<file path="config.mk">
export PLATFORM = sky130hd
export DESIGN_NAME = vga_write_arbiter_flat
export DESIGN_NICKNAME = d
export VERILOG_FILES = /design/src/rtl/game_pkg.sv /design/src/rtl/vga_write_arbiter_if.sv /design/src/rtl/vga_write_arbiter_rr_pick.sv /design/src/rtl/vga_write_arbiter.sv /design/src/flat_wrapper.sv
export SDC_FILE = /design/constraint.sdc
export NUM_CORES = 1
export LEC_CHECK = 0
export CORE_UTILIZATION = 36
export CTS_CLUSTER_SIZE = 24
export DETAILED_ROUTE_END_ITERATION = 6
export PLACE_DENSITY = 0.86
export SYNTH_ARGS = -nofsm -noshare
export SYNTH_HDL_FRONTEND = slang
export SYNTH_SLANG_ARGS = --single-unit
</file>
<file path="constraint.sdc">
create_clock -name clk -period 2.2 [get_ports clk]
set_input_delay 0.33 -clock clk [delete_from_list [all_inputs] [get_ports clk]]
set_output_delay 0.33 -clock clk [all_outputs]
set_load 0.01 [all_outputs]
</file>
<file path="src/rtl/game_pkg.sv">
// game_pkg: shared drawing-path constants, requester indices and arbiter state encoding
package game_pkg;
    localparam int COLOUR_W = 9;
    localparam int COORD_W = 15;
    localparam logic [COLOUR_W-1:0] TRANSPARENT = 9'h1FF;
    localparam int SCREEN_PIXELS = 19200;
    localparam int REQ_TOWER = 0;
    localparam int REQ_CAR = 1;
    localparam int REQ_MIDDLE = 2;
    localparam int REQ_LASER = 3;
    typedef enum logic {IDLE, OWN} arb_state_t;
endpackage

</file>
<file path="src/rtl/vga_write_arbiter_if.sv">
// vga_write_arbiter_if: drawing-engine requests in, shared VGA/map-RAM write port out
interface vga_write_arbiter_if #(
    parameter int N_REQ = 4,
    parameter int COLOUR_W = game_pkg::COLOUR_W,
    parameter int COORD_W = game_pkg::COORD_W
);
    logic [N_REQ-1:0] req;
    logic [N_REQ*COLOUR_W-1:0] req_colour;
    logic [N_REQ*COORD_W-1:0] req_coord;
    logic [N_REQ*COORD_W-1:0] req_mem_add;
    logic [N_REQ-1:0] req_map_wr;
    logic [N_REQ-1:0] grant;
    logic busy;
    logic [COLOUR_W-1:0] colour;
    logic [COORD_W-1:0] coordinates;
    logic VGA_write_enable;
    logic [COORD_W-1:0] map_add;
    logic map_wren;
    modport master (
        output req, req_colour, req_coord, req_mem_add, req_map_wr,
        input grant, busy, colour, coordinates, VGA_write_enable, map_add, map_wren
    );
    modport slave (
        input req, req_colour, req_coord, req_mem_add, req_map_wr,
        output grant, busy, colour, coordinates, VGA_write_enable, map_add, map_wren
    );
endinterface

</file>
<file path="src/rtl/vga_write_arbiter_rr_pick.sv">
// rr_pick: combinational round-robin selector, first requester at or after last_owner+1
module rr_pick #(
    parameter int N_REQ = 4,
    parameter int IDX_W = 2
) (
    input  logic [N_REQ-1:0] req,
    input  logic [IDX_W-1:0] last_owner,
    output logic [IDX_W-1:0] idx,
    output logic             found
);
    logic [IDX_W-1:0] cand;
    // Scan from farthest to nearest so the nearest candidate overwrites last
    always_comb begin
        idx = '0;
        found = 1'b0;
        cand = '0;
        for (int d = N_REQ; d >= 1; d--) begin
            cand = IDX_W'((int'(last_owner) + d) % N_REQ);
            if (req[cand]) begin
                idx = cand;
                found = 1'b1;
            end
        end
    end
endmodule

</file>
<file path="src/rtl/vga_write_arbiter.sv">
// vga_write_arbiter: round-robin, burst-capped owner of the VGA pixel port and map RAM write port
module vga_write_arbiter #(
    parameter int N_REQ = 4,
    parameter int COLOUR_W = game_pkg::COLOUR_W,
    parameter int COORD_W = game_pkg::COORD_W,
    parameter int MAX_BURST = game_pkg::SCREEN_PIXELS,
    parameter logic [COLOUR_W-1:0] TRANSPARENT = game_pkg::TRANSPARENT
) (
    input logic clk,
    input logic resetn,
    vga_write_arbiter_if.slave bus
);
    import game_pkg::*;
    localparam int IDX_W = N_REQ > 1 ? $clog2(N_REQ) : 1;
    localparam int CNT_W = 15;
    arb_state_t state_q, state_d;
    logic [IDX_W-1:0] owner_q, owner_d, last_q, last_d, pick;
    logic [CNT_W-1:0] cnt_q, cnt_d, cnt_nx;
    logic found, accept, rel;
    logic [COLOUR_W-1:0] col_a [N_REQ];
    logic [COORD_W-1:0] crd_a [N_REQ];
    logic [COORD_W-1:0] add_a [N_REQ];
    logic [COLOUR_W-1:0] colour_q;
    logic [COORD_W-1:0] coord_q, map_add_q;
    logic we_q, wren_q;

    for (genvar i = 0; i < N_REQ; i++) begin : g_unpack
        assign col_a[i] = bus.req_colour[i*COLOUR_W +: COLOUR_W];
        assign crd_a[i] = bus.req_coord[i*COORD_W +: COORD_W];
        assign add_a[i] = bus.req_mem_add[i*COORD_W +: COORD_W];
    end

    rr_pick #(.N_REQ(N_REQ), .IDX_W(IDX_W)) u_pick (
        .req(bus.req),
        .last_owner(last_q),
        .idx(pick),
        .found(found)
    );

    assign accept = state_q == OWN && bus.req[owner_q];
    assign cnt_nx = cnt_q + CNT_W'(1);
    // A held request implies an accept, so the cap test only needs req
    assign rel = state_q == OWN && (!bus.req[owner_q] || cnt_nx == CNT_W'(MAX_BURST));

    always_comb begin
        state_d = state_q;
        owner_d = owner_q;
        last_d = last_q;
        cnt_d = cnt_q;
        if (state_q == IDLE) begin
            if (found) begin
                state_d = OWN;
                owner_d = pick;
                cnt_d = '0;
            end
        end else begin
            cnt_d = accept ? cnt_nx : cnt_q;
            if (rel) begin
                state_d = IDLE;
                last_d = owner_q;
            end
        end
    end

    always_ff @(posedge clk or negedge resetn) begin
        if (!resetn) begin
            state_q <= IDLE;
            owner_q <= '0;
            last_q <= IDX_W'(N_REQ - 1);
            cnt_q <= '0;
        end else begin
            state_q <= state_d;
            owner_q <= owner_d;
            last_q <= last_d;
            cnt_q <= cnt_d;
        end
    end

    // Payload registers hold between accepts so the map RAM read address stays valid
    always_ff @(posedge clk or negedge resetn) begin
        if (!resetn) begin
            colour_q <= '0;
            coord_q <= '0;
            map_add_q <= '0;
            we_q <= 1'b0;
            wren_q <= 1'b0;
        end else begin
            we_q <= accept;
            wren_q <= accept && bus.req_map_wr[owner_q] && col_a[owner_q] != TRANSPARENT;
            if (accept) begin
                colour_q <= col_a[owner_q];
                coord_q <= crd_a[owner_q];
                map_add_q <= add_a[owner_q];
            end
        end
    end

    assign bus.grant = state_q == OWN ? N_REQ'(1) << owner_q : '0;
    assign bus.busy = state_q == OWN;
    assign bus.colour = colour_q;
    assign bus.coordinates = coord_q;
    assign bus.VGA_write_enable = we_q;
    assign bus.map_add = map_add_q;
    assign bus.map_wren = wren_q;
endmodule

</file>
<file path="src/flat_wrapper.sv">
// flat-port wrapper written by rule: the top's interface ports become plain ports
module vga_write_arbiter_flat import game_pkg::*;
#(
    parameter int N_REQ = 4,
    parameter int COLOUR_W = game_pkg::COLOUR_W,
    parameter int COORD_W = game_pkg::COORD_W,
    parameter int MAX_BURST = game_pkg::SCREEN_PIXELS,
    parameter logic [COLOUR_W-1:0] TRANSPARENT = game_pkg::TRANSPARENT
)
  (clk, resetn, bus_req, bus_req_colour, bus_req_coord, bus_req_mem_add, bus_req_map_wr, bus_grant, bus_busy, bus_colour, bus_coordinates, bus_VGA_write_enable, bus_map_add, bus_map_wren);
  vga_write_arbiter_if #(.N_REQ(N_REQ), .COLOUR_W(COLOUR_W), .COORD_W(COORD_W)) bus_i ();
  input logic clk;
  input logic resetn;
  input wire logic [$bits(bus_i.req)-1:0] bus_req;
  input wire logic [$bits(bus_i.req_colour)-1:0] bus_req_colour;
  input wire logic [$bits(bus_i.req_coord)-1:0] bus_req_coord;
  input wire logic [$bits(bus_i.req_mem_add)-1:0] bus_req_mem_add;
  input wire logic [$bits(bus_i.req_map_wr)-1:0] bus_req_map_wr;
  output wire logic [$bits(bus_i.grant)-1:0] bus_grant;
  output wire logic [$bits(bus_i.busy)-1:0] bus_busy;
  output wire logic [$bits(bus_i.colour)-1:0] bus_colour;
  output wire logic [$bits(bus_i.coordinates)-1:0] bus_coordinates;
  output wire logic [$bits(bus_i.VGA_write_enable)-1:0] bus_VGA_write_enable;
  output wire logic [$bits(bus_i.map_add)-1:0] bus_map_add;
  output wire logic [$bits(bus_i.map_wren)-1:0] bus_map_wren;
  assign bus_i.req = bus_req;
  assign bus_i.req_colour = bus_req_colour;
  assign bus_i.req_coord = bus_req_coord;
  assign bus_i.req_mem_add = bus_req_mem_add;
  assign bus_i.req_map_wr = bus_req_map_wr;
  assign bus_grant = bus_i.grant;
  assign bus_busy = bus_i.busy;
  assign bus_colour = bus_i.colour;
  assign bus_coordinates = bus_i.coordinates;
  assign bus_VGA_write_enable = bus_i.VGA_write_enable;
  assign bus_map_add = bus_i.map_add;
  assign bus_map_wren = bus_i.map_wren;
  vga_write_arbiter #(.N_REQ(N_REQ), .COLOUR_W(COLOUR_W), .COORD_W(COORD_W), .MAX_BURST(MAX_BURST), .TRANSPARENT(TRANSPARENT)) u_core (.clk(clk), .resetn(resetn), .bus(bus_i));
endmodule
</file>
# Word level (Yosys, flattened, before mapping)
# Cells that the tools add are included.
[totals]
inputBits = 166
wordCells = 72
ff_bits = 61
out_inout_bits = 46
[classes]
reduce_logical = 10
eq_ne = 3
n_shift = 1
magnitude_cmp = 6
bitwise_logic = 2
addsub = 5
muxes = 36
[op_table]
columns = ["operator", "n"]
rows = [
  ["15-bit 2-to-1 mux", 7],
  ["15-bit binary-select mux with 2-bit select", 2],
  ["9-bit binary-select mux with 2-bit select", 1],
  ["9-bit 2-to-1 mux", 2],
  ["15-bit by 1-bit adder with 15-bit output (second input constant)", 1],
  ["15-bit equality test (second input constant)", 1],
  ["2-bit by 3-bit < comparator with 1-bit output (second input constant)", 5],
  ["1-bit 2-to-1 mux", 13],
  ["1-bit binary-select mux with 2-bit select", 6],
  ["9-bit inequality test (second input constant)", 1],
  ["2-bit 2-to-1 mux", 4],
  ["2-bit AND reduction", 3],
  ["2-bit by 1-bit adder with 2-bit output (second input constant)", 2],
  ["2-bit adder (second input constant)", 2],
  ["1-bit logical AND", 4],
  ["4-bit 2-to-1 mux", 1],
  ["1-bit by 2-bit << shifter with 4-bit output (first input constant)", 1],
  ["3-bit >= comparator (second input constant)", 1],
  ["2-bit inverter with 3-bit output", 1],
  ["2-bit inequality test (second input constant)", 1],
  ["2-bit nonzero test", 1],
  ["1-bit logical NOT", 1],
  ["1-bit logical OR", 1],
  ["1-bit inverter", 1],
]

# Logic depth before layout (Yosys ltp)
[depth]
ltp_word = 9
depth_mapped = 7

# By module
# A second synthesis with hierarchy kept.
[hier_totals]
cells_unflattened = 391
hier_area_um2 = 3847.4
[by_module_without_submodules]
columns = ["module", "instances", "cells_each", "area_each_um2"]
rows = [
  ["vga_write_arbiter", 1, 377, 3756.1],
  ["rr_pick", 1, 14, 91.3],
]

# Least setup slack after synthesis
# No wires, ideal clock.
[synth_timing]
path_type = "flip-flop to flip-flop"
from = "reg u_core.cnt_q[0]"
to = "reg u_core.last_q[0]"
required_ns = 2.115
arrival_time_ns = 2.080
n_path_buf = 0
synth_period_minus_slack_ns = 2.165
setup_slack_ns = 0.035
setup_time_ns = 0.085
stages_incl_launch_ff = 8
path_cell_list = "dfrtp_1 > ha_1 > and4_4 > a211o_1 > and3_1 > a2111oi_2 > o21ai_2 > mux2_1"
[synth_between]
elab_chain_len = 5
[synth_lines]
columns = ["element", "line_no", "rtl"]
rows = [
  ["start: declaration", "vga_write_arbiter.sv:18", "logic [CNT_W-1:0] cnt_q, cnt_d, cnt_nx;"],
  ["start signal: assignment", "vga_write_arbiter.sv:75", "cnt_q <= cnt_d;"],
  ["15-bit by 1-bit adder with 15-bit output", "vga_write_arbiter.sv:41", "assign cnt_nx = cnt_q + CNT_W'(1);"],
  ["15-bit equality test", "vga_write_arbiter.sv:43", "assign rel = state_q == OWN && (!bus.req[owner_q] || cnt_nx == CNT_W'(MAX_BURST));"],
  ["1-bit logical OR", "vga_write_arbiter.sv:43", ""],
  ["1-bit logical AND", "vga_write_arbiter.sv:43", ""],
  ["2-bit AND reduction (no line)", "-", ""],
  ["end signal: assignment", "vga_write_arbiter.sv:69", "last_q <= IDX_W'(N_REQ - 1);"],
  ["end signal: assignment", "vga_write_arbiter.sv:74", "last_q <= last_d;"],
  ["end: declaration", "vga_write_arbiter.sv:17", "logic [IDX_W-1:0] owner_q, owner_d, last_q, last_d, pick;"],
]
# Every way passes these cells.
# A chain may end at the register's enable or synchronous reset.

# Worst setup path in the final report
[layout_timing]
from = "reg u_core.cnt_q[4]"
to = "reg u_core.last_q[1]"
# The elaborated chain is that of the path after synthesis.

==> impl_results.md <==
* FFs w/ async S/R, synth at 100%
* IO buf count at between 200 and 250
* Final GP Congestion at between 0.8 and 0.9
* Post-route ant nets at 0
* Critical path class: reg -> reg
* Min Tclk post-route at 2.17 ns
* Reg2reg start: u_core.cnt_q[4]$_DFFE_PN0P_
* Hold wc startpoint: u_core.bus.colour[2]$_DFFE_PN0P_
* Top_reg_cell synth: dfrtp_1
* Avg WL per Cell at 17.2 um
* Residual DRC at 0
* Final setup viols at 0
* Die Width at 105 um
* FMAX at 0.462 GHz
* Power per cell area at 1080 nW/um^2
* Gr ovfl total at 0
* Share of cells above drive strength 1 at 16.7%
* Period utilization at 98.5%
* Number of synthesized register bits at 61
* Detailed Place HPWL at 9.70 mm
* Vias at 3988
* Worst min path class: reg -> reg
* CTS tree: built
* Clock Skews at about 0.0076 ns
* Largest cells by area after synthesis: dfrtp_1 39%, mux4_2 24%, nand2_1 14%
* CTS sink count at 61
* Post-Syn Area at 3830 um^2
* CTS Buf Count at 9
* Layout area overhead at 68.5%
* Synthesized instance count at 384
* Starting Density at a little under two fifths
* WHS at approximately 0.47 ns
* Slew headroom at a little under two thirds
* Vias in the first global route at 4115
* CP Launch Point: u_core.cnt_q[4]$_DFFE_PN0P_
* Synth cell types at 47
* WL final at 12.7 mm
* Syn Nets at around 550
* Clock-pin slew on the worst setup and hold paths at 0.07 ns
* FP Rows at 37
* CORE AREA at 10300 um^2
* Post-synth EDFFs at 0
* Top cell type's share of synthesized area at 38.6%
* Arr. time, crit path at 2.43 ns
* Height of the die at 105 um
* Largest net degree at the start of global routing at 43
* Max-slew violation count at 0
* Worst vdd ir at 0.000831 V
* Warnings from Yosys at 0
* Final nets at 768
* CP max FO at 7
* CP required at 2.46 ns
* Slowest cell on the critical path: dfrtp_1
* Initial antenna violation count at 0
* Num ports at between 200 and 250
* Top-count cell post-synth: nand2_1
* All-Layer GR Usage at about a quarter
* First-pass GRT wire length at about 20 mm
* H-tree lvl count at 3
* DR iter-0 viols at 339
* Worst-Skew Late Latency at 0.34 ns
* CP endpoint kind: register
* Yosys top cell by area: dfrtp_1
* Fill cell count at between 700 and 800
* Die area at between 10000 and 15000 um^2
* Average size of a mapped cell at 9.96 um^2
* Sequential fraction of the synthesis area at between 30% and 40%
* Vias per cell at 5.37
* CTS Buffer Depth at 2
* Least-Margin Pin Slew at 0.543 ns
* Post-synth top cells: 138 x nand2_1, 59 x dfrtp_1, 41 x mux4_2
* Pleak at 2.70 nW
* Worst path cell trace: nand3_2 > o311a_1 > a211oi_1 > a2111oi_4 > o21ai_2 > mux2_1
* Ant. Diodes at 0
* DR pass1 iterations at 5
* Worst path max stage delay at about 0.54 ns
* CP startpoint kind: register
* Status: finished, final reports clean
* Final number of hold-violating endpoints at 0
* Max-cap check violation count at 0
* Setup bufs post-CTS at 0
* Total power at about 7 mW
* Root buf cell: clkbuf_8
==> state kept, by name, summed over array words and instances (netlist names) <==
signal,count
u_core.bus.busy,1
u_core.bus.colour,9
u_core.bus.map_add,15
u_core.cnt_q,15
u_core.owner_q,2
u_core.bus.map_wren,1
u_core.bus.coordinates,15
u_core.last_q,2
u_core.bus.VGA_write_enable,1
==> timing repair <==
action | CTS | global route
pin swaps | 0 | 0
resized for setup | 2 | 10
hold buffers | 1 | 0
setup endpoints to repair | 2 | 2
endpoints found under the hold margin | 22 | 0
==> power by group <==
group,leakage [nW],switching [mW],internal (mW)
combinational,1.84,1.88,2.18
sequential,0.765,0.399,1.59
clock,0.0921,0.439,0.464
total,2.70,2.72,4.23
==> cell type report <==
cell class / instances / area [um^2] / share of cell area, %
clock buffer: 12 / 155 / 2.41
clock inverter: 4 / 22.5 / 0.349
inverter: 6 / 22.5 / 0.349
multi-input combinational: 290 / 2220 / 34.4
sequential: 61 / 1540 / 23.8
tap: 136 / 170 / 2.64
timing repair buffer: 233 / 2320 / 36.0
==> per-layer routing <==
| layer | vias to the layer above | track usage (%) | wire length [um] |
|---|---|---|---|
| li1 | 1810 | - | - |
| met1 | 1954 | 26.4 | 4680 |
| met2 | 191 | 41.5 | 6920 |
| met3 | 33 | 6.18 | 822 |
| met4 | 0 | 10.3 | 320 |
| met5 | - | 0 | 0 |
==> cells by family after synthesis <==
kind of cell             after synthesis  share of synthesized area [%]
AND/OR/NAND/NOR                      191                           22.6
adder cells (fa/ha/maj)                1                          0.327
buffers and inverters                 33                           3.79
XOR/XNOR                               1                          0.229
multiplexers                          44                           25.0
AO/OA/AOI/OAI                         53                           8.14
flip-flops                            61                           40.0
==> final timing paths <==
path	end	slack, ns	cells past startpoint
min in group asynchronous	u_core.bus.coordinates[12]$_DFFE_PN0P_	0.52	2
min	u_core.bus.colour[2]$_DFFE_PN0P_	0.47	2
max	u_core.last_q[1]$_DFFE_PN1P_	0.03	6
max reg2reg	u_core.last_q[1]$_DFFE_PN1P_	0.03	6
max in group asynchronous	u_core.last_q[1]$_DFFE_PN1P_	1.04	3
min reg2reg	u_core.bus.colour[2]$_DFFE_PN0P_	0.47	2
==> critical path, delay by kind of cell, from the launching register on <==
family | cells | cell delay (ns)
AOI/OAI and AO/OA | 4 | 0.98
DFF | 1 | 0.54
muxes | 1 | 0.34
and+or+nand+nor | 1 | 0.23
==> stage by stage <==
stage	instances	setup TNS (ns)	util, %	cell area, um^2	setup slack [ns]
after floorplan	384	0	-	3830	0.0354
after global placement	725	0	60.0	6190	0.00192
after detailed placement	725	-0.0862	60.0	6190	-0.0464
after CTS	742	0	62.0	6400	0.0263
after global routing	742	-0.0445	62.5	6450	-0.0317
final	742	0	62.5	6450	0.0337
==> placed cells by master, fill, tap and decap left out, types with 9 or more instances in the layout <==
cell | Yosys | routed
nor2_1 | 14 | 14
buf_4 | 3 | 17
nand4_1 | 9 | 9
o21ai_0 | 15 | 15
o21ai_1 | 15 | 15
dfrtp_1 | 59 | 54
clkbuf_8 | 0 | 11
nand2_1 | 138 | 137
mux4_2 | 41 | 41
clkdlybuf4s50_1 | 0 | 210
(Power assumes the default switching activity.)
